**config.mk**
```make
export PLATFORM = sky130hd
export DESIGN_NAME = wb_gpio_debounce_flat
export DESIGN_NICKNAME = d
export VERILOG_FILES = /design/src/rtl/wb_gpio_debounce_pkg.sv /design/src/rtl/wb_gpio_debounce_if.sv /design/src/rtl/wb_gpio_debounce_bit.sv /design/src/rtl/wb_gpio_debounce.sv /design/src/flat_wrapper.sv
export SDC_FILE = /design/constraint.sdc
export NUM_CORES = 1
export LEC_CHECK = 0
export ABC_AREA = 1
export CORE_ASPECT_RATIO = 0.6
export CORE_MARGIN = 2
export CORE_UTILIZATION = 45
export DETAILED_ROUTE_END_ITERATION = 8
export PLACE_DENSITY = 0.71
export SKIP_LAST_GASP = 1
export SLEW_MARGIN = 10
export SYNTH_ARGS = -nofsm -noshare
export SYNTH_HDL_FRONTEND = slang
export SYNTH_SLANG_ARGS = --single-unit
```
**constraint.sdc**
```tcl
create_clock -name clk -period 1.9 [get_ports clk]
set_input_delay 0.57 -clock clk [delete_from_list [all_inputs] [get_ports clk]]
set_output_delay 0.57 -clock clk [all_outputs]
set_load 0.1 [all_outputs]
```
**src/rtl/wb_gpio_debounce_pkg.sv**
```systemverilog
// Shared constants for the Wishbone GPIO/debounce block.
// Offsets are byte addresses; only bits [4:2] are decoded.
package wb_gpio_pkg;

  localparam logic [4:0] REG_IN       = 5'h00;
  localparam logic [4:0] REG_OUT      = 5'h04;
  localparam logic [4:0] REG_IRQ_EN   = 5'h08;
  localparam logic [4:0] REG_IRQ_PEND = 5'h0C;
  localparam logic [4:0] REG_EDGE     = 5'h10;

  localparam int CNT_W = 4;

  // Expands Wishbone byte-lane enables into a 32-bit write mask.
  function automatic logic [31:0] sel_mask(input logic [3:0] sel);
    return {{8{sel[3]}}, {8{sel[2]}}, {8{sel[1]}}, {8{sel[0]}}};
  endfunction

endpackage

```
**src/rtl/wb_gpio_debounce_if.sv**
```systemverilog
// Wishbone classic slave bus as seen by the GPIO block.
interface wb_gpio_if;
  logic [31:0] wb_adr_i;
  logic [31:0] wb_dat_i;
  logic [31:0] wb_dat_o;
  logic [3:0]  wb_sel_i;
  logic        wb_we_i;
  logic        wb_stb_i;
  logic        wb_cyc_i;
  logic        wb_ack_o;

  modport master (output wb_adr_i, wb_dat_i, wb_sel_i, wb_we_i, wb_stb_i, wb_cyc_i,
                  input  wb_dat_o, wb_ack_o);
  modport slave  (input  wb_adr_i, wb_dat_i, wb_sel_i, wb_we_i, wb_stb_i, wb_cyc_i,
                  output wb_dat_o, wb_ack_o);
endinterface

```
**src/rtl/wb_gpio_debounce_bit.sv**
```systemverilog
// One input lane: 2-flop synchroniser, stable counter and debounced value.
// rise/fall pulse in the cycle whose clock edge updates the debounced flop.
module gpio_debounce_bit
  import wb_gpio_pkg::*;
#(
  parameter logic RST_VAL      = 1'b0,
  parameter int   STABLE_TICKS = 8
) (
  input  logic clk,
  input  logic reset_n,
  input  logic tick,
  input  logic din,
  output logic dout,
  output logic rise,
  output logic fall
);

  logic             sync1_q, sync2_q;
  logic             db_q, db_d;
  logic [CNT_W-1:0] cnt_q, cnt_d;

  always_comb begin
    db_d  = db_q;
    cnt_d = cnt_q;
    if (tick) begin
      if (sync2_q == db_q) begin
        cnt_d = '0;
      end else if (cnt_q == CNT_W'(STABLE_TICKS - 1)) begin
        db_d  = sync2_q;
        cnt_d = '0;
      end else begin
        cnt_d = cnt_q + 1'b1;
      end
    end
  end

  always_ff @(posedge clk or negedge reset_n) begin
    if (!reset_n) begin
      sync1_q <= RST_VAL;
      sync2_q <= RST_VAL;
      db_q    <= RST_VAL;
      cnt_q   <= '0;
    end else begin
      sync1_q <= din;
      sync2_q <= sync1_q;
      db_q    <= db_d;
      cnt_q   <= cnt_d;
    end
  end

  assign dout = db_q;
  assign rise = db_d & ~db_q;
  assign fall = ~db_d & db_q;

endmodule

```
**src/rtl/wb_gpio_debounce.sv**
```systemverilog
// Wishbone GPIO slave: debounced inputs with edge interrupts, plus an output register.
// Write side effects commit on the edge that raises ack; read data is registered into the ack cycle.
module wb_gpio_debounce
  import wb_gpio_pkg::*;
#(
  parameter int clk_freq     = 50000000,
  parameter int tick_hz      = 1000,
  parameter int stable_ticks = 8,
  parameter int in_width     = 14,
  parameter int out_width    = 18,
  parameter logic [in_width-1:0] in_reset_val = 14'h3C00
) (
  input  logic                 clk,
  input  logic                 reset_n,
  wb_gpio_if.slave             wb,
  input  logic [in_width-1:0]  gpio_in,
  output logic [out_width-1:0] gpio_out,
  output logic                 intr
);

  localparam int TERM = clk_freq / tick_hz - 1;
  localparam int PW   = (TERM > 0) ? $clog2(TERM + 1) : 1;

  logic [PW-1:0]        presc_q, presc_d;
  logic                 tick;
  logic [in_width-1:0]  db, rise, fall, evt, clr;
  logic [out_width-1:0] out_q, out_d;
  logic [in_width-1:0]  irq_en_q, irq_en_d;
  logic [in_width-1:0]  pend_q, pend_d;
  logic [in_width-1:0]  edge_q, edge_d;
  logic                 intr_q, intr_d;
  logic                 ack_q, ack_d;
  logic [31:0]          dat_q, dat_d, rdata, wmask;
  logic                 acc, wr;
  logic [2:0]           idx;

  // Free-running prescaler; the terminal cycle is the tick.
  always_comb begin
    tick    = (presc_q == PW'(TERM));
    presc_d = tick ? '0 : presc_q + 1'b1;
  end

  for (genvar i = 0; i < in_width; i++) begin : g_lane
    gpio_debounce_bit #(
      .RST_VAL      (in_reset_val[i]),
      .STABLE_TICKS (stable_ticks)
    ) u_bit (
      .clk     (clk),
      .reset_n (reset_n),
      .tick    (tick),
      .din     (gpio_in[i]),
      .dout    (db[i]),
      .rise    (rise[i]),
      .fall    (fall[i])
    );
  end

  always_comb begin
    acc   = wb.wb_stb_i & wb.wb_cyc_i & ~ack_q;
    wr    = acc & wb.wb_we_i;
    idx   = wb.wb_adr_i[4:2];
    wmask = sel_mask(wb.wb_sel_i);
    ack_d = acc;

    out_d    = out_q;
    irq_en_d = irq_en_q;
    edge_d   = edge_q;
    clr      = '0;
    if (wr) begin
      if (idx == REG_OUT[4:2])
        out_d = (out_q & ~wmask[out_width-1:0]) | (wb.wb_dat_i[out_width-1:0] & wmask[out_width-1:0]);
      if (idx == REG_IRQ_EN[4:2])
        irq_en_d = (irq_en_q & ~wmask[in_width-1:0]) | (wb.wb_dat_i[in_width-1:0] & wmask[in_width-1:0]);
      if (idx == REG_EDGE[4:2])
        edge_d = (edge_q & ~wmask[in_width-1:0]) | (wb.wb_dat_i[in_width-1:0] & wmask[in_width-1:0]);
      if (idx == REG_IRQ_PEND[4:2])
        clr = wb.wb_dat_i[in_width-1:0] & wmask[in_width-1:0];
    end

    // Set is OR'd in after the clear so a coincident event survives W1C.
    evt    = (edge_q & rise) | (~edge_q & fall);
    pend_d = (pend_q & ~clr) | evt;
    intr_d = |(pend_q & irq_en_q);

    rdata = '0;
    case (idx)
      REG_IN[4:2]:       rdata[in_width-1:0]  = db;
      REG_OUT[4:2]:      rdata[out_width-1:0] = out_q;
      REG_IRQ_EN[4:2]:   rdata[in_width-1:0]  = irq_en_q;
      REG_IRQ_PEND[4:2]: rdata[in_width-1:0]  = pend_q;
      REG_EDGE[4:2]:     rdata[in_width-1:0]  = edge_q;
      default:           rdata = '0;
    endcase
    dat_d = (acc && !wb.wb_we_i) ? rdata : '0;
  end

  always_ff @(posedge clk or negedge reset_n) begin
    if (!reset_n) begin
      presc_q  <= '0;
      out_q    <= '0;
      irq_en_q <= '0;
      pend_q   <= '0;
      edge_q   <= '0;
      intr_q   <= 1'b0;
      ack_q    <= 1'b0;
      dat_q    <= '0;
    end else begin
      presc_q  <= presc_d;
      out_q    <= out_d;
      irq_en_q <= irq_en_d;
      pend_q   <= pend_d;
      edge_q   <= edge_d;
      intr_q   <= intr_d;
      ack_q    <= ack_d;
      dat_q    <= dat_d;
    end
  end

  assign wb.wb_ack_o = ack_q;
  assign wb.wb_dat_o = dat_q;
  assign gpio_out    = out_q;
  assign intr        = intr_q;

  logic unused_bits;
  assign unused_bits = ^{wb.wb_adr_i[31:5], wb.wb_adr_i[1:0], wb.wb_dat_i, wmask};

endmodule

```
**src/flat_wrapper.sv**
```systemverilog
// flat-port wrapper written by rule: the top's interface ports become plain ports
module wb_gpio_debounce_flat import wb_gpio_pkg::*;
#(
  parameter int clk_freq     = 50000000,
  parameter int tick_hz      = 1000,
  parameter int stable_ticks = 8,
  parameter int in_width     = 14,
  parameter int out_width    = 18,
  parameter logic [in_width-1:0] in_reset_val = 14'h3C00
)
  (clk, reset_n, gpio_in, gpio_out, intr, wb_wb_adr_i, wb_wb_dat_i, wb_wb_sel_i, wb_wb_we_i, wb_wb_stb_i, wb_wb_cyc_i, wb_wb_dat_o, wb_wb_ack_o);
  wb_gpio_if wb_i ();
  input  logic clk;
  input  logic reset_n;
  input  logic [in_width-1:0] gpio_in;
  output logic [out_width-1:0] gpio_out;
  output logic intr;
  input wire logic [$bits(wb_i.wb_adr_i)-1:0] wb_wb_adr_i;
  input wire logic [$bits(wb_i.wb_dat_i)-1:0] wb_wb_dat_i;
  input wire logic [$bits(wb_i.wb_sel_i)-1:0] wb_wb_sel_i;
  input wire logic [$bits(wb_i.wb_we_i)-1:0] wb_wb_we_i;
  input wire logic [$bits(wb_i.wb_stb_i)-1:0] wb_wb_stb_i;
  input wire logic [$bits(wb_i.wb_cyc_i)-1:0] wb_wb_cyc_i;
  output wire logic [$bits(wb_i.wb_dat_o)-1:0] wb_wb_dat_o;
  output wire logic [$bits(wb_i.wb_ack_o)-1:0] wb_wb_ack_o;
  assign wb_i.wb_adr_i = wb_wb_adr_i;
  assign wb_i.wb_dat_i = wb_wb_dat_i;
  assign wb_i.wb_sel_i = wb_wb_sel_i;
  assign wb_i.wb_we_i = wb_wb_we_i;
  assign wb_i.wb_stb_i = wb_wb_stb_i;
  assign wb_i.wb_cyc_i = wb_wb_cyc_i;
  assign wb_wb_dat_o = wb_i.wb_dat_o;
  assign wb_wb_ack_o = wb_i.wb_ack_o;
  wb_gpio_debounce #(.clk_freq(clk_freq), .tick_hz(tick_hz), .stable_ticks(stable_ticks), .in_width(in_width), .out_width(out_width), .in_reset_val(in_reset_val)) u_core (.clk(clk), .reset_n(reset_n), .wb(wb_i), .gpio_in(gpio_in), .gpio_out(gpio_out), .intr(intr));
endmodule
```
# Word level (Yosys, flattened, before mapping)
# Cells that the tools add are included.
# W data, S select, Z words.
# totals
ff_bits,208
in_bits,87
out_inout_bits,52
word_cells,273
# classes
add_sub_neg,15
n_eq_ne,33
mux,76
n_bitwise,78
n_reduce_logical,7
# op_table
cell,count
$mux W4,29
$and A14 B14 Y14,7
$pmux W14 S5,1
$add A4 B1 Y4 const B,14
$eq A4 B3 Y1 const B,14
$or A14 B14 Y14,4
$mux W1,42
$not A14 Y14,3
$and A18 B18 Y18,2
$and A1 B1 Y1,31
$not A1 Y1,29
$mux W14,2
$mux W18,1
$not A18 Y18,1
$or A18 B18 Y18,1
$add A16 B1 Y16 const B,1
$eq A16 B16 Y1 const B,1
$mux W16,1
$eq A1 B1 Y1,14
$reduce_or A14 Y1,1
$eq A3 B2 Y1 const B,2
$reduce_and A2 Y1,3
$eq A3 B1 Y1 const B,1
$eq A3 B3 Y1 const B,1
other kinds (3),3

# Logic depth before layout (Yosys ltp)
# Gate-level depths: netlist of run 1.
# depth
ltp_word,9
depth_mapped,9
depth_no_buf,9

# Modules after synthesis
# Synthesis of run 1 repeated with hierarchy kept, for this count alone.
# unflattened
hier_cells,1108
hier_area_um2,9489.1
# modules_own_cells
mod,n_inst,cells_each,area_each_um2,seq_area_each_um2
wb_gpio_debounce,1,590,4814.6,2402.3
gpio_debounce_bit at u_core.g_lane[0].u_bit ...,10,37,332.8,175.2
gpio_debounce_bit at u_core.g_lane[10].u_bit ...,4,37,336.6,178.9

# Worst setup path before layout of run 1
# OpenSTA, ideal clock, no wires.
# synth_timing
path_kind,reg2reg
startpoint,register u_core.ack_q (netlist: u_core.wb.wb_ack_o)
endpoint,register (tool-made name)
setup_ns,0.132
t_arrival_ns,1.738
required_time_ns,1.768
path_slack_ns,0.030
stages_incl_launch_ff,8
n_path_buf,2
synth_period_minus_slack_ns,1.870
cell_sequence,dfrtp_1 inv_1 nand3_1 nor2_1 buf_4 nand3_1 clkbuf_1 o21ai_0
# synth_lines
item,line,rtl
"start, declared",wb_gpio_debounce.sv:32,"logic ack_q, ack_d;"
"start signal, assigned",wb_gpio_debounce.sv:114,ack_q <= ack_d;

# Final worst setup path of run 1
# layout_timing
startpoint,register u_core.presc_q[0]
endpoint,register u_core.pend_q[7]
# layout_between
elab_chain_len,7
elab_cells_between_ends,9
classes_between,eq/ne: 1; mux: 1; bitwise: 7
# layout_lines
item,line,rtl
"start, declared",wb_gpio_debounce.sv:24,"logic [PW-1:0] presc_q, presc_d;"
"start signal, assigned",wb_gpio_debounce.sv:108,presc_q <= presc_d;
$eq A16 B16 Y1 (*),wb_gpio_debounce.sv:39,tick = (presc_q == PW'(TERM));
$mux W1 (*),wb_gpio_debounce_bit.sv:25,if (tick) begin
$not A1 Y1,wb_gpio_debounce_bit.sv:53,assign fall = ~db_d & db_q;
$and A1 B1 Y1,wb_gpio_debounce_bit.sv:53,
$and A14 B14 Y14,wb_gpio_debounce.sv:81,evt = (edge_q & rise) | (~edge_q & fall);
$or A14 B14 Y14 (*),wb_gpio_debounce.sv:81,
$or A14 B14 Y14 (*),wb_gpio_debounce.sv:82,pend_d = (pend_q & ~clr) | evt;
named net u_core.pend_d[7],wb_gpio_debounce.sv:29,"logic [in_width-1:0] pend_q, pend_d;"
"end signal, assigned",wb_gpio_debounce.sv:111,pend_q <= pend_d;
"end, declared",wb_gpio_debounce.sv:29,
# The timed path passes the listed nets; every way through them passes the cells marked *.
# A chain may end at the register's enable or synchronous reset.

==> qor.csv, run 1 <==
stage,metric,value,unit
run_status,status,completed,
power_and_ir_drop,p_leak,0.005436,uW
critical_path,cpPeakStageDelay,0.37,ns
place,finalWeightedCongestion,0.8345,
finish,instances_no_fill,1538,
global_routing,overflow,0,
power_and_ir_drop,ir_drop,650.7,uV
drt,vias_per_cell,5.119,
clock_tree,tritoncts,yes,
logic_synthesis,ys_types,28,
logic_synthesis,synth_top_area_share,48.67,%
logic_synthesis,synthTopCellsByCount,"nand2_1 (360), dfrtp_1 (182), nor2_1 (112)",
floorplan,dieHeight,115.7,um
floorplan,start_util,46.28,%
logic_synthesis,yosysMostFrequentCell,nand2_1,
drt,dr.pass1.iters,5,
critical_path,worst_setup_path_end_kind,flop,
drt,antenna_left,0,
place,dp_cells,1506,
logic_synthesis,avgSynthCellArea,8.130,um2
global_routing,grt_use_total,21.00,%
place,placed_area,0.01103,mm2
sta,slew_violations,0,
clock_tree,cts_resized,0,
global_routing,grt_pass1_wl,37.12,mm
job,drv_cap,0,
critical_path,crit_chain,ha_1 > nand2_1 > nor2_2 > nand2_1 > nor2_2 > buf_4 > nand3_1 > nand3_1,
floorplan,die_w,190.2,um
critical_path,path_max_fanout,21,
drt,drcViolationCount,0,
drt,drt-initial-drc-count,711,
logic_synthesis,ys_ff_latch,194,
clock_tree,post_cts_buffers,0,
finish,nNetsFinal,1354,
clock_tree,clockBufferDepth,2,
finish,stdcell_area,0.01163,mm2
finish,area_growth,24.31,%
finish,antennaDiodeCount,0,
critical_path,crit_type,flop to flop,
floorplan,die_area,0.02200,mm2
sta,finalSetupViolations,0,
clock_tree,insertion_delay,0.45,ns
sta,fin_crit,1.758,ns
clock_tree,cts_buffers,17,
sta,fin_tns_setup,0,ns
drt,routed_wirelength,21.43,mm
critical_path,start_kind,flop,
sta,hold_viol,0,
logic_synthesis,synth_top_area_cell,dfrtp_1,
global_routing,first_global_vias,7691,
floorplan,core,0.02022,mm2
sta,hold_ws,0.04323,ns
logic_synthesis,synth_cells,1151,
logic_synthesis,synthTopCellsByArea,"dfrtp_1 (49%), nand2_1 (14%), nand3_1 (5.1%)",
critical_path,cp.required,2.27,ns
critical_path,critPathSlowestCell,dfrtp_1,
clock_tree,cts_root_buffer,clkbuf_16,
logic_synthesis,syn_area,0.009358,mm2
clock_tree,h-tree-depth,4,
clock_tree,clk_pin_slew,0.09,ns
logic_synthesis,synth_flop_cell,dfrtp_1,
logic_synthesis,ys_async_sr_fraction,100.0,%
floorplan,rows,40,
global_routing,antenna_found_initial,0,
sta,finalClockSkew,0.01881,ns
finish,drive_gt1_share,10.43,%
place,port_buffers,80,
worst_hold_path,hold_class,input pin to async pin,
critical_path,r2r_slack,0.14,ns
global_routing,grt_max_degree,100,
floorplan,io_pins,139,
sta,fin_crit_sh,92.52,%
drt,drt-wirelength-per-cell,13.93,um
sta,rsz0062_at_grt,no,
place,hpwl,15.38,mm
logic_synthesis,synth-edff-count,0,
drt,num_vias,7873,
clock_tree,cts_hold_buf,0,
sta,max_freq,568.9,MHz
critical_path,arrival,2.13,ns
logic_synthesis,ys_warn_count,0,
logic_synthesis,ys_seq_area_share,52.04,%
power_and_ir_drop,power_density,825.3,mW/mm2
clock_tree,cts_sinks,194,
==> power breakdown <==
group	total [uW]	switching [uW]	internal (uW)
sequential	4520	197	4320
clock	3700	1800	1900
combinational	1370	903	472
total	9600	2900	6700
==> worst max-delay path, delay by kind of cell (launching register included) <==
family        cells  cell delay [ns]
buf+inv           1             0.32
simple gates      6             0.77
flops             1             0.37
fa+ha+maj         1             0.22
==> metrics by stage <==
step	total power, uW	util (%)	worst slack [ns]
global placement	5951	54.55	-0.1811
CTS	9679	57.53	0.1642
finish	9600	57.53	0.1421
global route	9976	57.53	0.02751
detailed placement	5971	54.55	-0.2684
floorplan	5355	-	0.03048
==> routing by layer <==
metal / track usage, % / wire length, um
met2: 33.50 / 9718
met3: 3.998 / 990
met4: 5.271 / 203
met1: 29.86 / 10520
met5: 0 / 0
==> logic make-up (layout without fill, tap and decap cells) <==
group / after synthesis / in the layout / synth area share [%]
other cells: 1 / 14 / 0.04007
xor+xnor: 24 / 24 / 2.246
simple gates: 656 / 656 / 30.43
compound gates: 109 / 109 / 5.990
fa+ha+maj: 15 / 15 / 2.006
buf+inv: 152 / 253 / 7.247
flops: 194 / 194 / 52.04
==> cell usage in the layout (no fill, tap or decap) <==
cell type / instances
nand2_1: 359
dfrtp_1: 182
nor2_1: 112
inv_1: 102
nand3_1: 95
o21ai_0: 95
nand4_1: 58
buf_12: 46
clkdlybuf4s50_1: 41
buf_4: 30
clkbuf_16: 17
ha_1: 15
nand3b_1: 14
conb_1: 14
xnor2_1: 13
dfstp_2: 12
xor2_1: 11
nor3_1: 8
inv_8: 8
o21ai_1: 6
a21oi_1: 4
nor2_2: 3
inv_6: 3
nor3_4: 2
a22o_1: 2
a221oi_1: 2
nand3_2: 2
clkinvlp_4: 2
nand2_2: 1
nor3_2: 1
inv_2: 1
nor2_4: 1
bufinv_16: 1
clkinv_8: 1
clkbuf_8: 1
==> cell type report <==
type,count,area (um2)
Clock buffer,17,425.4
Clock inverter,15,177.7
Fill cell,1782,8587
Inverter,103,386.6
Multi-Input combinational cell,818,3861
Sequential cell,194,4870
Tap cell,273,341.6
Timing Repair Buffer,118,1570
==> path summary, 6_finish.rpt <==
kind / startpoint / endpoint / cells past startpoint
worst min-delay path: reset_n / u_core.g_lane[8].u_bit.cnt_q[2] / 1
worst max-delay path: u_core.presc_q[0] / u_core.pend_q[7] / 8
worst max register to register: u_core.presc_q[0] / u_core.pend_q[7] / 8
min in group clk: u_core.g_lane[6].u_bit.sync1_q / u_core.g_lane[6].u_bit.sync2_q / 0
max in group asynchronous: reset_n / u_core.g_lane[11].u_bit.dout / 2
worst min register to register: u_core.g_lane[6].u_bit.sync1_q / u_core.g_lane[6].u_bit.sync2_q / 0
Power figures use the tool's default switching activity.
==> run 2, diff against run 1 <==
Settings changed: PLACE_DENSITY 0.71 to 0.68.
==> run 2 against run 1 <==
  * Design area increased by 0.43%
  * Worst hold slack improved by 0.073 ns
  * Routed wire length decreased by 0.14%
  * Critical path depth unchanged
  * Global-route usage decreased by 0.32 points
  * Critical path type unchanged
  * Die area unchanged
  * Combinational power about the same
  * Power decreased by 0.32%
  * Via count increased by 0.24%
  * Largest power group unchanged
==> qor.csv, run 2 (synthesized netlist as in run 1, its figures left out) <==
stage,metric,value,unit,change
sta,fin_tns_setup,0,ns,unchanged
critical_path,critPathBufInv,2,,+1
sta,worst_pin_slew,0.5124,ns,
global_routing,grt_pass1_wl,36.56,mm,-1.5%
place,hpwl,15.39,mm,about the same
power_and_ir_drop,p_leak,0.005453,uW,+0.31%
power_and_ir_drop,power_density,819.2,mW/mm2,-0.74%
sta,rsz0062_at_grt,no,,
place,port_buffers,80,,unchanged
critical_path,crit_chain,ha_1 > nand3_1 > nor3_1 > nand2_2 > buf_12 > buf_4 > nand2_1 > o21ai_0,,
clock_tree,tritoncts,yes,,
drt,vias_per_cell,5.125,,+0.11%
drt,antenna_left,0,,unchanged
floorplan,rows,40,,unchanged
drt,dr.pass1.iters,5,,unchanged
critical_path,cp.required,2.21,ns,-0.06 ns
clock_tree,h-tree-depth,4,,unchanged
floorplan,core,0.02022,mm2,unchanged
finish,nNetsFinal,1356,,+0.15%
run_status,status,completed,,
drt,num_vias,7892,,+0.24%
finish,drive_gt1_share,10.50,%,+0.062 points
critical_path,start_kind,flop,,
critical_path,arrival,2.08,ns,-0.05 ns
sta,fin_crit_sh,93.10,%,+0.57 points
floorplan,die_w,190.2,um,unchanged
power_and_ir_drop,ir_drop,648.6,uV,-0.32%
clock_tree,cts_sinks,194,,unchanged
sta,slew_violations,0,,unchanged
clock_tree,post_cts_buffers,0,,unchanged
job,drv_cap,0,,unchanged
floorplan,dieHeight,115.7,um,unchanged
global_routing,grt_max_degree,72,,-28%
critical_path,critPathSlowestCell,dfrtp_1,,
finish,layout_common_cells,"nand2_1 (359), dfrtp_1 (182), nor2_1 (112)",,
sta,finalSetupViolations,0,,unchanged
finish,antennaDiodeCount,0,,unchanged
global_routing,antenna_found_initial,0,,unchanged
sta,fin_crit,1.769,ns,+0.01092 ns
clock_tree,cts_buffers,17,,unchanged
sta,relSlewSlack,65.58,%,
critical_path,crit_type,flop to flop,,
floorplan,start_util,46.28,%,unchanged
critical_path,path_max_fanout,71,,+240%
finish,area_growth,24.84,%,
sta,hold_ws,0.1166,ns,+0.07341 ns
drt,drt-initial-drc-count,558,,-22%
clock_tree,insertion_delay,0.44,ns,about the same
power_and_ir_drop,total_power,9570,uW,-0.32%
sta,max_freq,565.3,MHz,-0.62%
floorplan,die_area,0.02200,mm2,unchanged
sta,finalClockSkew,0.01523,ns,-0.003580 ns
clock_tree,cts_resized,0,,unchanged
drt,routed_wirelength,21.40,mm,-0.14%
floorplan,io_pins,139,,unchanged
clock_tree,cts_hold_buf,0,,unchanged
global_routing,grt_use_total,20.68,%,-0.32 points
place,finalWeightedCongestion,0.8659,,+3.8%
critical_path,critPathTopFamily,simple AND/OR/NAND/NOR gates,,
clock_tree,clockBufferDepth,2,,unchanged
clock_tree,cts_root_buffer,clkbuf_16,,
critical_path,worst_setup_path_end_kind,flop,,
global_routing,first_global_vias,7574,,-1.5%
sta,hold_viol,0,,unchanged
critical_path,cpPeakStageDelay,0.39,ns,+0.02 ns
drt,drt-wirelength-per-cell,13.90,um,-0.27%
drt,drcViolationCount,0,,unchanged
worst_hold_path,hold_class,input pin to async pin,,
finish,final_common_cell,nand2_1,,
global_routing,overflow,0,,unchanged
clock_tree,clk_pin_slew,0.08,ns,about the same
-- run 2: final timing paths --
kind,start,to,slack [ns],cells after the start
min in group clk,u_core.g_lane[8].u_bit.sync1_q,u_core.g_lane[8].u_bit.sync2_q,0.35,0
min reg2reg,u_core.g_lane[8].u_bit.sync1_q,u_core.g_lane[8].u_bit.sync2_q,0.35,0
max in group asynchronous,reset_n,u_core.g_lane[10].u_bit.dout,1.15,2
max reg2reg,u_core.presc_q[0],u_core.g_lane[4].u_bit.cnt_q[0],0.13,8
max,u_core.presc_q[0],u_core.g_lane[4].u_bit.cnt_q[0],0.13,8
min,reset_n,u_core.g_lane[12].u_bit.cnt_q[0],0.12,1
-- run 2: per-stage QoR --
stage                     setup WS, ns  std cells  cell area, um2  utilization [%]
after floorplan                0.03048       1164            9407                -
after global placement         -0.1781       1508           11080            54.81
after detailed placement       -0.2809       1508           11080            54.81
after CTS                       0.1392       1540           11680            57.78
after global routing          0.007739       1540           11680            57.78
final                           0.1312       1540           11680            57.78
-- run 2: worst register-to-register path: stages (launching register included) --
cell     delay (ns)
dfrtp_1        0.39
ha_1           0.18
nand3_1        0.16
nor3_1         0.23
nand2_2        0.14
buf_12         0.20
buf_4          0.23
nand2_1        0.04
o21ai_0        0.08
-- run 2: layer usage --
| layer | vias to the layer above | track usage, % | routed length, um |
|---|---|---|---|
| met5 | - | 0 | 0 |
| met4 | 0 | 5.116 | 207 |
| met3 | 19 | 4.028 | 1150 |
| met2 | 181 | 32.29 | 9512 |
| met1 | 3775 | 29.95 | 10530 |
| li1 | 3917 | - | - |
-- run 2: power by group --
part           internal, uW  total [uW]  switching [uW]
logic                   476        1380             899
clock network          1990        3670            1680
registers              4330        4520             195
total                  6790        9570            2780
-- run 2: area by class of cell --
type / instances / area [um2]
fill: 1763 / 8537
tap: 273 / 341.6
sequential: 194 / 4870
timing repair buffer: 120 / 1623
clock buffer: 18 / 429.2
multi-input combinational: 818 / 3861
clock inverter: 14 / 171.4
inverter: 103 / 386.6
